[src/rtl/ele_pkg.sv]
// ---------------------------------------------------------------------------
// ele_pkg
// Shared definitions for the elevator front-end (call_queue) and the
// elevator controller it feeds (ele_ctrl).
//   - floor encodings FLOOR_G..FLOOR_3 and the floor count NUM_FLR
//   - call_queue FSM state encoding (IDLE / SERVE / DWELL)
//   - small helpers: floor -> one-hot request, floor distance
// ---------------------------------------------------------------------------
package ele_pkg;

  localparam int NUM_FLR = 4;

  localparam logic [1:0] FLOOR_G = 2'b00;
  localparam logic [1:0] FLOOR_1 = 2'b01;
  localparam logic [1:0] FLOOR_2 = 2'b10;
  localparam logic [1:0] FLOOR_3 = 2'b11;

  // IDLE  : no target, req low
  // SERVE : one frozen target, req = onehot(target) until the car arrives
  // DWELL : door open at the served floor, req low
  typedef enum logic [1:0] {
    IDLE  = 2'd0,
    SERVE = 2'd1,
    DWELL = 2'd2
  } cq_state_e;

  // One-hot request vector for a floor number.
  function automatic logic [NUM_FLR-1:0] flr_onehot(input logic [1:0] flr);
    logic [NUM_FLR-1:0] v;
    v      = '0;
    v[flr] = 1'b1;
    return v;
  endfunction

  // Absolute distance between two floors.
  function automatic logic [1:0] flr_dist(input logic [1:0] a, input logic [1:0] b);
    return (a > b) ? (a - b) : (b - a);
  endfunction

endpackage

[src/rtl/btn_sync.sv]
// ---------------------------------------------------------------------------
// btn_sync
// One raw asynchronous button bit brought into the clk domain through a
// SYNC_STAGES-deep flop chain, followed by a rising-edge detector. A button
// held high produces exactly one o_rise pulse.
//
// Ports:
//   clk     in   system clock (rising edge)
//   rst_n   in   asynchronous active-low reset; clears chain and edge flop
//   i_btn   in   raw asynchronous button
//   o_rise  out  one-cycle pulse: synchronised level high, previous sample low
// ---------------------------------------------------------------------------
module btn_sync #(
  parameter int SYNC_STAGES = 2
) (
  input  logic clk,
  input  logic rst_n,
  input  logic i_btn,
  output logic o_rise
);

  logic [SYNC_STAGES-1:0] r_sync;
  logic                   r_prev;
  logic                   w_level;

  assign w_level = r_sync[SYNC_STAGES-1];

  always_ff @(posedge clk or negedge rst_n) begin
    if (!rst_n) begin
      r_sync <= '0;
      r_prev <= 1'b0;
    end else begin
      r_sync <= {r_sync[SYNC_STAGES-2:0], i_btn};
      r_prev <= w_level;
    end
  end

  // Combinational pulse from the last sync stage: with two stages the pulse
  // is visible in the cycle after the second edge, so the pending bit that
  // captures it lands on the third edge.
  assign o_rise = w_level & ~r_prev;

endmodule

[src/rtl/call_queue.sv]
// ---------------------------------------------------------------------------
// call_queue
// Upstream stage of the elevator controller ele_ctrl. Latches floor-call
// presses as pending calls, sends the controller one target at a time (the
// nearest pending floor, ties to the lower floor), and holds the door open
// for DWELL_CYC cycles once the car arrives, clearing the served call.
//
// Request/arrival handshake with ele_ctrl: req is a registered one-hot level
// that stays constant for the whole trip (the target is frozen in SERVE). The
// controller signals progress with a one-cycle moving pulse per floor and
// updates curr_flr one cycle later; the request is complete on the first
// cycle with moving==0 and curr_flr==target, and req drops on that edge.
// req is never multi-hot and is never high while door_open is high.
//
// Ports:
//   clk        in   system clock (rising edge)
//   rst_n      in   asynchronous active-low reset
//   btn[3:0]   in   raw asynchronous call buttons, bit f = floor f
//   curr_flr   in   current floor from ele_ctrl
//   moving     in   per-floor transition pulse from ele_ctrl
//   req[3:0]   out  one-hot target request, zero when no target
//   door_open  out  high during the dwell at the served floor
//   pend[3:0]  out  pending-call bitmap
//   busy       out  FSM not in IDLE (state visibility)
// ---------------------------------------------------------------------------
module call_queue
  import ele_pkg::*;
#(
  parameter int DWELL_CYC   = 8,
  parameter int SYNC_STAGES = 2
) (
  input  logic         clk,
  input  logic         rst_n,
  input  logic [3:0]   btn,
  input  logic [1:0]   curr_flr,
  input  logic         moving,
  output logic [3:0]   req,
  output logic         door_open,
  output logic [3:0]   pend,
  output logic         busy
);

  localparam logic [7:0] LP_RELOAD = 8'(DWELL_CYC - 1);

  // ---------------------------------------------------------------- inputs
  logic [NUM_FLR-1:0] w_edge;

  for (genvar g = 0; g < NUM_FLR; g++) begin : g_sync
    btn_sync #(
      .SYNC_STAGES (SYNC_STAGES)
    ) u_btn_sync (
      .clk    (clk),
      .rst_n  (rst_n),
      .i_btn  (btn[g]),
      .o_rise (w_edge[g])
    );
  end

  // ----------------------------------------------------------------- state
  cq_state_e          r_state;
  logic [1:0]         r_target;
  logic [7:0]         r_cnt;
  logic [NUM_FLR-1:0] r_req;
  logic               r_door;
  logic [NUM_FLR-1:0] r_pend;

  cq_state_e          w_state_nxt;
  logic [1:0]         w_target_nxt;
  logic [7:0]         w_cnt_nxt;
  logic [NUM_FLR-1:0] w_req_nxt;
  logic               w_door_nxt;
  logic [NUM_FLR-1:0] w_pend_nxt;
  logic [NUM_FLR-1:0] w_clr;    // arrival clear mask
  logic [NUM_FLR-1:0] w_blk;    // presses that must not reach pend

  // --------------------------------------------------------- target select
  // Scan upward and only replace on a strictly smaller distance, so a tie
  // keeps the lower floor.
  logic       w_sel_valid;
  logic [1:0] w_sel_flr;
  logic [1:0] w_best_dist;

  always_comb begin
    w_sel_valid = 1'b0;
    w_sel_flr   = FLOOR_G;
    w_best_dist = 2'd3;
    for (int f = 0; f < NUM_FLR; f++) begin
      if (r_pend[f] && (!w_sel_valid || (flr_dist(2'(f), curr_flr) < w_best_dist))) begin
        w_sel_valid = 1'b1;
        w_sel_flr   = 2'(f);
        w_best_dist = flr_dist(2'(f), curr_flr);
      end
    end
  end

  // ------------------------------------------------------------------- FSM
  always_ff @(posedge clk or negedge rst_n) begin
    if (!rst_n) begin
      r_state  <= IDLE;
      r_target <= FLOOR_G;
      r_cnt    <= '0;
      r_req    <= '0;
      r_door   <= 1'b0;
      r_pend   <= '0;
    end else begin
      r_state  <= w_state_nxt;
      r_target <= w_target_nxt;
      r_cnt    <= w_cnt_nxt;
      r_req    <= w_req_nxt;
      r_door   <= w_door_nxt;
      r_pend   <= w_pend_nxt;
    end
  end

  always_comb begin
    w_state_nxt  = r_state;
    w_target_nxt = r_target;
    w_cnt_nxt    = r_cnt;
    w_req_nxt    = r_req;
    w_door_nxt   = r_door;
    w_clr        = '0;
    w_blk        = '0;

    unique case (r_state)
      IDLE: begin
        w_req_nxt  = '0;
        w_door_nxt = 1'b0;
        if (w_sel_valid) begin
          w_target_nxt = w_sel_flr;
          if (w_sel_flr == curr_flr && !moving) begin
            // Call at the floor the car already stands on: open straight away.
            w_clr       = flr_onehot(w_sel_flr);
            w_door_nxt  = 1'b1;
            w_cnt_nxt   = LP_RELOAD;
            w_state_nxt = DWELL;
          end else begin
            w_req_nxt   = flr_onehot(w_sel_flr);
            w_state_nxt = SERVE;
          end
        end
      end

      SERVE: begin
        // curr_flr lags the controller by a cycle, so it only matches the
        // target once the moving pulse has dropped.
        if (!moving && curr_flr == r_target) begin
          w_clr       = flr_onehot(r_target);
          w_req_nxt   = '0;
          w_door_nxt  = 1'b1;
          w_cnt_nxt   = LP_RELOAD;
          w_state_nxt = DWELL;
        end
      end

      DWELL: begin
        // A press for the open floor extends the dwell instead of queueing
        // a call; it takes priority over closing on the same cycle.
        w_blk     = flr_onehot(curr_flr);
        w_req_nxt = '0;
        if (w_edge[curr_flr]) begin
          w_cnt_nxt = LP_RELOAD;
        end else if (r_cnt == 8'd0) begin
          w_door_nxt = 1'b0;
          if (w_sel_valid) begin
            w_target_nxt = w_sel_flr;
            w_req_nxt    = flr_onehot(w_sel_flr);
            w_state_nxt  = SERVE;
          end else begin
            w_state_nxt  = IDLE;
          end
        end else begin
          w_cnt_nxt = r_cnt - 8'd1;
        end
      end

      default: begin
        w_state_nxt = IDLE;
        w_req_nxt   = '0;
        w_door_nxt  = 1'b0;
      end
    endcase

    // Clear beats a same-cycle press on the served floor (press is dropped).
    w_pend_nxt = (r_pend | (w_edge & ~w_blk)) & ~w_clr;
  end

  // --------------------------------------------------------------- outputs
  assign req       = r_req;
  assign door_open = r_door;
  assign pend      = r_pend;
  assign busy      = (r_state != IDLE);

endmodule
[config.mk]
export PLATFORM = sky130hd
export DESIGN_NAME = call_queue
export DESIGN_NICKNAME = d
export VERILOG_FILES = /design/src/rtl/ele_pkg.sv /design/src/rtl/btn_sync.sv /design/src/rtl/call_queue.sv
export SDC_FILE = /design/constraint.sdc
export NUM_CORES = 1
export LEC_CHECK = 0
export BUFFER_PORTS_ARGS = -buffer_cell sky130_fd_sc_hd__buf_2
export CAP_MARGIN = 10
export CORE_MARGIN = 4
export CORE_UTILIZATION = 35
export CTS_CLUSTER_DIAMETER = 40
export CTS_CLUSTER_SIZE = 25
export DETAILED_ROUTE_END_ITERATION = 7
export HOLD_SLACK_MARGIN = 0.08
export SLEW_MARGIN = 30
export SYNTH_ARGS = -nofsm -noshare
export SYNTH_HDL_FRONTEND = slang
export SYNTH_HIERARCHICAL = 1
export SYNTH_SLANG_ARGS = --single-unit
export TNS_END_PERCENT = 20
[constraint.sdc]
create_clock -name clk -period 3.8 [get_ports clk]
set_input_delay 0.57 -clock clk [delete_from_list [all_inputs] [get_ports clk]]
set_output_delay 0.57 -clock clk [all_outputs]
set_load 0.05 [all_outputs]
==> results of run 1 <==
[repair_timing]
action | CTS | global route
setup endpoints to repair | 0 | 4
buffers inserted | 0 | 2
resized for setup | 0 | 2
[layout make-up]
cell class / instances / area (µm²)
fillers: 486 / 2700
multi-input cells: 136 / 916
clock buffers: 5 / 68.8
inverters: 8 / 30.0
clock inverters: 3 / 17.5
repair buffers: 33 / 203
flip-flops and latches: 33 / 826
well taps: 67 / 83.8
[kinds of logic (layout without fill, tap and decap cells)]
group / count (synthesis) / count (layout) / share of synthesized area
AO/OA/AOI/OAI: 57 / 57 / 0.213
XOR/XNOR: 2 / 2 / 0.00972
adder cells (fa/ha/maj): 9 / 9 / 0.0625
buffers and inverters: 15 / 49 / 0.0396
flip-flops: 33 / 33 / 0.458
multiplexers: 2 / 2 / 0.0208
AND/OR/NAND/NOR: 66 / 66 / 0.197
[cell usage after synthesis (2+ instances only)]
cell type | count | area [µm²]
clkbuf_1 | 4 | 15.0
a31oi_1 | 7 | 43.8
o21ai_0 | 6 | 30.0
a31o_2 | 2 | 17.5
a21oi_1 | 16 | 80.1
a21boi_0 | 2 | 15.0
buf_6 | 2 | 22.5
inv_1 | 8 | 30.0
nand2_1 | 24 | 90.1
nor3_1 | 6 | 30.0
a21o_1 | 2 | 15.0
nor2_1 | 12 | 45.0
nor2b_1 | 3 | 18.8
or3_1 | 3 | 18.8
nand3_1 | 2 | 10.0
o22ai_1 | 2 | 12.5
dfrtp_1 | 33 | 826
ha_1 | 9 | 113
o21a_1 | 3 | 22.5
nand2b_1 | 5 | 31.3
nor2b_4 | 4 | 55.1
a32o_1 | 3 | 30.0
[flip-flops by register name, indices dropped and copies added (netlist names)]
name	flops
r_target	2
pend	4
g_sync.u_btn_sync/r_prev	4
door_open	1
req	4
r_cnt	8
g_sync.u_btn_sync/r_sync	8
r_state	2
[report_power, final]
| part | leakage, nW | internal, W | switching [W] |
|---|---|---|---|
| clock | 0.0439 | 0.000126 | 0.000131 |
| combinational | 0.562 | 0.000265 | 0.000457 |
| sequential | 0.387 | 0.000426 | 0.0000797 |
[worst max-delay path, cell delays in order]
cell      delay (ns)
buf_2           0.14
ha_1            0.19
o21bai_1        0.11
ha_1            0.22
nand2b_1        0.15
a211o_1         0.30
o21ai_2         0.19
nand2_1         0.07
o21a_1          0.10
ha_1            0.26
o32ai_1         0.12
nand2_1         0.10
o31ai_2         0.10
nor2_1          0.10
a32oi_1         0.21
and2_1          0.26
nor2_1          0.11
a211oi_1        0.31
[routing by layer]
metal | wire length, µm | GRT usage | vias up
met5 | 0 | 0 | -
met4 | 83 | 0.0608 | 0
met3 | 199 | 0.0339 | 7
met2 | 1670 | 0.197 | 36
met1 | 1900 | 0.198 | 673
li1 | - | - | 727
[worst max path at each step]
stage	startpoint	end	slack, ns
5_1_grt	curr_flr[1]	r_cnt[7]	0.005
2_1_floorplan	pend[0]	r_cnt[1]	0.02
3_3_place_gp	curr_flr[1]	r_cnt[1]	-0.02
6_report	curr_flr[1]	pend[3]	0.34
4_1_cts	curr_flr[1]	r_cnt[7]	0.23
3_5_place_dp	curr_flr[1]	r_cnt[1]	-0.06
[metrics by stage]
stage	area (µm²)	utilization
after floorplan	1820	-
after global placement	2040	0.421
after detailed placement	2040	0.421
after CTS	2130	0.439
after global routing	2140	0.442
final	2140	0.442
==> impl_metrics.yaml, run 1 <==
placement:
  place.gp.congestion: 0.918
  dp.cells: 275
  port_buffers: 18
  dp_slack_ns: -0.0591
  dp_hpwl_um: 2830
setup_path:
  worst-path-max-fanout: 6
  r2r-end: "pend[3]"
  reg2reg_depth: 17
  start_kind: "input port"
  path_class: "in2reg"
  arrival_ns: 3.64
  end_kind: "flip-flop"
  rr_startpoint: "pend[0]"
  rrSetupSlack_ns: 0.36
  timing.critical_path.required_ns: 3.97
sta:
  layout_setup_ws_ns: 0.339
  worst_clock_skew_ns: 0.00222
  setup_viol: 0
  rsz0062_at_grt: "false"
  period_minus_slack_ns: 3.46
  tns_ns: 0
  finalCritPeriodShare: 0.911
  whs_ns: 0.340
  slew_headroom: 0.516
  tightest_slew_ns: 0.725
  max_freq_mhz: 289
  drv_slew: 0
  hold_viol: 0
clock_tree:
  cts_tree: "yes"
  clock_latency_ns: 0.28
  cts_root_buf: "clkbuf_8"
  cts_made_buffers: 5
  htreeDepth: 2
  path_clk_slew_ns: 0.07
  clk_path_buf_depth: 2
  clock-sinks: 33
  cts-hold-fix-buffers: 0
grt:
  grt_use_total: 0.139
  grt_max_degree: 34
  grt_pass1_wl_um: 6840
  grt_pass1_vias: 1441
  antenna_found_initial: 0
  grt_overflow: 0
synth:
  synthesis.instances: 184
  synth_area_um2: 1800
  synth_edf_count: 0
  ys_warn_count: 6
  ys_seq_area_frac: 0.458
  synth_fp_nets: 202
  synth-main-ff-cell: "dfrtp_1"
  synth.distinct_cells: 48
  syn_avg_cell_area_um2: 9.79
  async_flop_share: 1.00
  yosys_register_bits: 33
detailed_routing:
  dr.pass1.iters: 4
  post_drt_wl_per_cell_um: 13.5
  detail_route.vias_per_cell: 5.06
  drc: 0
  drt_iter0_drc: 81
  final_antenna_net_count: 0
  vias: 1443
  wirelength_um: 3850
hold_path:
  hold_class: "in2async"
floorplanning:
  io_pins: 19
  die_width_um: 79.8
  initial_core_util: 0.372
  core.rowCount: 25
  die_area_um2: 6360
  core_area_um2: 4850
  fp.dieH_um: 79.8
layout:
  layout_commonest_cell: "dfrtp_1"
  area_delta_synth_final_pct: 19.0
  final_cell_mix: "dfrtp_1 (33), nand2_1 (24), buf_2 (18)"
  instances_no_fill: 285
  layout.nets: 235
  drive_gt1_frac: 0.266
  insertedDiodeCount: 0
run_status:
  status: "completed"
power_and_ir_drop:
  p_per_area_nw_per_um2: 693
  finalPower_w: 0.00149
  leakage_nw: 0.993
  ir_drop_v: 0.000310
job:
  drv_cap: 0
Power figures use the tool's default switching activity.
==> inputs of run 2 (changes only) <==
--- a/config.mk
+++ b/config.mk
@@ -13,6 +13,7 @@
 export CTS_CLUSTER_SIZE = 25
 export DETAILED_ROUTE_END_ITERATION = 7
 export HOLD_SLACK_MARGIN = 0.08
+export REMOVE_ABC_BUFFERS = 1
 export SLEW_MARGIN = 30
 export SYNTH_ARGS = -nofsm -noshare
 export SYNTH_HDL_FRONTEND = slang
==> run 2 against run 1 <==
  * Via count rose by 1.2%
  * Sequential power barely moved
  * Cell area rose by 0.93%
  * Cell count did not move
  * Critical endpoint is now r_cnt[1]
==> impl_metrics.yaml, run 2 (synthesis results as in run 1) <==
clock_tree:
  clock_latency_ns: 0.29
  htreeDepth: 2
  clk_path_buf_depth: 2
  path_clk_slew_ns: 0.07
  clock-sinks: 33
  cts_resized: 0
  postCtsSetupBuffers: 0
  cts_made_buffers: 5
  cts_root_buf: "clkbuf_8"
  cts-hold-fix-buffers: 0
  cts_tree: "yes"
sta:
  drv_slew: 0
  finalCritPeriodShare: 0.920
  slew_headroom: 0.519
  worst_clock_skew_ns: 0.00649
  setup_viol: 0
  hold_viol: 0
  period_minus_slack_ns: 3.50
  tightest_slew_ns: 0.722
  tns_ns: 0
  rsz0062_at_grt: "false"
  whs_ns: 0.333
  max_freq_mhz: 286
layout:
  layout.nets: 235
  layout_commonest_cell: "dfrtp_1"
  top_regs: "g_sync.u_btn_sync/r_sync (8), r_cnt (8)"
  final_cell_mix: "dfrtp_1 (33), nand2_1 (24), buf_2 (18)"
  drive_gt1_frac: 0.266
  insertedDiodeCount: 0
  instances_no_fill: 285
  area_delta_synth_final_pct: 20.1
power_and_ir_drop:
  leakage_nw: 1.01
  ir_drop_v: 0.000315
  p_per_area_nw_per_um2: 699
  finalPower_w: 0.00151
setup_path:
  crit_chain: "buf_2, ha_1, o21bai_1, ha_1, nand2b_1, a211o_1, o21ai_2, nand2_1, o21a_1, ha_1, o31ai_2, nor2_1, a32oi_2, a21boi_1, a21bo_2, mux2_4"
  arrival_ns: 3.67
  critPathLaunch: "curr_flr[1]"
  path_class: "in2reg"
  critPathSlowestCell: "o31ai_2"
  start_kind: "input port"
  timing.critical_path.required_ns: 3.98
  end_kind: "flip-flop"
  slowest_delay_ns: 0.40
  rr_startpoint: "pend[0]"
  crit_top_cell: "ha_1"
  worst-path-max-fanout: 7
floorplanning:
  die_area_um2: 6360
  die_width_um: 79.8
  io_pins: 19
  fp.dieH_um: 79.8
  core_area_um2: 4850
  initial_core_util: 0.372
  core.rowCount: 25
detailed_routing:
  drt_iter0_drc: 139
  dr.pass1.iters: 4
  wirelength_um: 3800
  detail_route.vias_per_cell: 5.13
  vias: 1461
  post_drt_wl_per_cell_um: 13.3
  final_antenna_net_count: 0
  drc: 0
placement:
  dp.cells: 277
  place.gp.congestion: 0.845
  dp_hpwl_um: 2900
  port_buffers: 18
grt:
  antenna_found_initial: 0
  grt_overflow: 0
  grt_max_degree: 34
  grt_pass1_vias: 1360
  grt_pass1_wl_um: 6530
  grt_use_total: 0.132
job:
  drv_cap: 0
run_status:
  status: "completed"
hold_path:
  hold_class: "in2async"
run 2: changes by cell type in the layout (fill, tap and decap cells not counted):
cell / delta
clkinvlp_4: -1
clkbuf_8: +2
a32oi_1: -1
ha_1: +1
ha_2: -1
clkinv_2: -1
a32oi_2: +1
run 2: final timing paths:
path,cells after the start,slack (ns),end
max reg2reg,15,0.30,r_cnt[1]
max in group asynchronous,1,3.00,r_target[0]
min,1,0.33,r_cnt[2]
min reg2reg,0,0.35,g_sync[1].u_btn_sync/r_sync[1]
min in group clk,0,0.35,g_sync[1].u_btn_sync/r_sync[1]
max,16,0.30,r_cnt[1]
run 2: worst max-delay path: cells and delay by family:
family | cells | cell delay, ns
buf+inv | 1 | 0.14
mux | 1 | 0.30
compound gates | 8 | 1.71
simple gates | 3 | 0.37
fa+ha+maj | 3 | 0.58
run 2: layout make-up:
cell class / instances / area, µm²
fillers: 468 / 2680
multi-input cells: 136 / 921
flip-flops and latches: 33 / 826
repair buffers: 33 / 203
clock buffers: 7 / 96.3
well taps: 67 / 83.8
inverters: 8 / 30.0
clock inverters: 1 / 5.00
run 2: per-layer routing:
layer / routed length [µm] / global-route usage / vias up
met5: 0 / 0 / -
met4: 40 / 0.0439 / 0
met3: 207 / 0.0395 / 5
met2: 1660 / 0.194 / 37
met1: 1890 / 0.186 / 688
li1: - / - / 731
run 2: power by group:
group | leakage [nW] | internal [W] | switching (W)
registers | 0.387 | 0.000426 | 0.0000789
logic | 0.566 | 0.000257 | 0.000462
clock network | 0.0542 | 0.000164 | 0.000127
run 2: through the flow:
stage	area [µm²]	setup WS, ns	util
finish	2160	0.305	0.446
global route	2160	0.0339	0.446
CTS	2150	0.139	0.443
detailed placement	2050	-0.156	0.422
global placement	2050	-0.0463	0.422
floorplan	1760	-0.0640	-
==> inputs of run 3 (changes only) <==
--- a/config.mk
+++ b/config.mk
@@ -7,14 +7,15 @@
 export LEC_CHECK = 0
 export BUFFER_PORTS_ARGS = -buffer_cell sky130_fd_sc_hd__buf_2
 export CAP_MARGIN = 10
+export CORE_ASPECT_RATIO = 0.6
 export CORE_MARGIN = 4
 export CORE_UTILIZATION = 35
-export CTS_CLUSTER_DIAMETER = 40
+export CTS_CLUSTER_DIAMETER = 30
 export CTS_CLUSTER_SIZE = 25
 export DETAILED_ROUTE_END_ITERATION = 7
 export HOLD_SLACK_MARGIN = 0.08
 export REMOVE_ABC_BUFFERS = 1
-export SLEW_MARGIN = 30
+export SLEW_MARGIN = 15
 export SYNTH_ARGS = -nofsm -noshare
 export SYNTH_HDL_FRONTEND = slang
 export SYNTH_HIERARCHICAL = 1
==> run 3 against run 2 <==
  * Die area rose by 0.58%
  * Sequential share of layout area is 0.15 points lower
  * Sequential power about the same
  * Wire length is 13% higher
  * Count of clock-buffer cells in the layout shrank 2
  * Critical endpoint unchanged
  * Largest cell class unchanged
==> impl_metrics.yaml, run 3 (synthesis results as in run 1) <==
layout:
  insertedDiodeCount: 0
  drive_gt1_frac: 0.265
  area_delta_synth_final_pct: 20.6
  top_regs: "g_sync.u_btn_sync/r_sync (8), r_cnt (8)"
  layout.nets: 236
  final_cell_mix: "dfrtp_1 (33), nand2_1 (24), buf_2 (18)"
  layout_commonest_cell: "dfrtp_1"
setup_path:
  rrSetupSlack_ns: 0.29
  path_class: "reg2reg"
  crit_chain: "nor2b_1, o21bai_1, ha_1, nand2b_1, a211o_1, o21ai_2, nand2_1, o21a_1, ha_1, o32ai_1, nand2_1, o31ai_2, nor2_1, a32oi_1, a21boi_1, a21bo_2, mux2_4"
  slowest_delay_ns: 0.40
  start_kind: "flip-flop"
  r2r-end: "r_cnt[1]"
  rr_startpoint: "pend[0]"
  end_kind: "flip-flop"
  reg2reg_depth: 17
  worst-path-max-fanout: 7
  arrival_ns: 3.69
  timing.critical_path.required_ns: 3.97
  critPathSlowestCell: "dfrtp_1"
placement:
  port_buffers: 18
  dp_hpwl_um: 3240
  dp_slack_ns: -0.130
  place.gp.congestion: 0.878
detailed_routing:
  wirelength_um: 4300
  drc: 0
  final_antenna_net_count: 0
  detail_route.vias_per_cell: 5.33
  drt_iter0_drc: 115
  vias: 1504
  post_drt_wl_per_cell_um: 15.3
  dr.pass1.iters: 4
hold_path:
  hold_class: "in2async"
power_and_ir_drop:
  leakage_nw: 1.01
  ir_drop_v: 0.000215
  p_per_area_nw_per_um2: 725
sta:
  slew_headroom: 0.517
  tightest_slew_ns: 0.724
  max_freq_mhz: 285
  finalCritPeriodShare: 0.924
  setup_viol: 0
  whs_ns: 0.334
  layout_setup_ws_ns: 0.287
  drv_slew: 0
  hold_viol: 0
  period_minus_slack_ns: 3.51
  tns_ns: 0
  worst_clock_skew_ns: 0.00638
floorplanning:
  core_area_um2: 4780
  fp.dieH_um: 63.6
  io_pins: 19
  core.rowCount: 19
  die_width_um: 101
  initial_core_util: 0.377
  die_area_um2: 6400
clock_tree:
  clk_path_buf_depth: 2
  cts_tree: "yes"
  clock-sinks: 33
  postCtsSetupBuffers: 0
  clock_latency_ns: 0.28
  path_clk_slew_ns: 0.08
  cts-hold-fix-buffers: 0
  cts_root_buf: "clkbuf_8"
  cts_made_buffers: 5
  htreeDepth: 2
grt:
  grt_pass1_wl_um: 6850
  met1_usage: 0.230
  top_usage_layer: "met1"
  grt_use_total: 0.138
  use_met3: 0.0496
  grt_max_degree: 34
  antenna_found_initial: 0
  met2_usage: 0.157
  grt_pass1_vias: 1325
  grt_overflow: 0
job:
  drv_cap: 0
run_status:
  status: "completed"
==> run 3: worst max path at each step <==
stage                start  endpoint  slack (ns)
4_1_cts            pend[0]  r_cnt[7]        0.09
5_1_grt            pend[0]  r_cnt[7]       -0.02
6_report           pend[0]  r_cnt[1]        0.29
3_3_place_gp   curr_flr[1]  r_cnt[7]       -0.07
2_1_floorplan      pend[0]  r_cnt[1]       -0.06
3_5_place_dp   curr_flr[1]  r_cnt[1]       -0.13
==> run 3: critical path, delay by kind of cell (launching register included) <==
kind / cells / cell delay (ns)
flip-flops: 1 / 0.40
adder cells (fa/ha/maj): 2 / 0.48
AO/OA/AOI/OAI: 9 / 1.62
AND/OR/NAND/NOR: 5 / 0.58
multiplexers: 1 / 0.30
==> run 3: power breakdown <==
group	total [W]	switching, W	internal [W]
clock network	0.000334	0.000137	0.000196
registers	0.000506	0.0000801	0.000426
logic	0.000736	0.000475	0.000261
==> run 3: layout make-up <==
cell class	count	area, µm²
clock buffers	5	68.8
inverters	8	30.0
repair buffers	34	210
clock inverters	3	46.3
multi-input cells	136	913
flip-flops and latches	33	826
well taps	63	78.8
fillers	464	2610
==> run 3: repair_timing <==
action	4_1_cts	5_1_grt
endpoints found under the hold margin	0	0
setup endpoints to repair	0	11
gates resized for setup	0	4
==> run 3: through the flow <==
| stage | instances | instance area, µm² | power [W] | utilization |
|---|---|---|---|---|
| floorplan | 177 | 1760 | 0.000988 | - |
| CTS | 282 | 2160 | 0.00157 | 0.453 |
| global placement | 274 | 2050 | 0.00123 | 0.429 |
| global route | 282 | 2170 | 0.00168 | 0.455 |
| finish | 282 | 2170 | 0.00158 | 0.455 |
| detailed placement | 274 | 2050 | 0.00123 | 0.429 |
==> run 3: routing by layer <==
layer,vias to the layer above,share of wire
met2,59,0.37
li1,728,-
met4,0,0.0035
met5,-,0
met3,2,0.093
met1,715,0.53
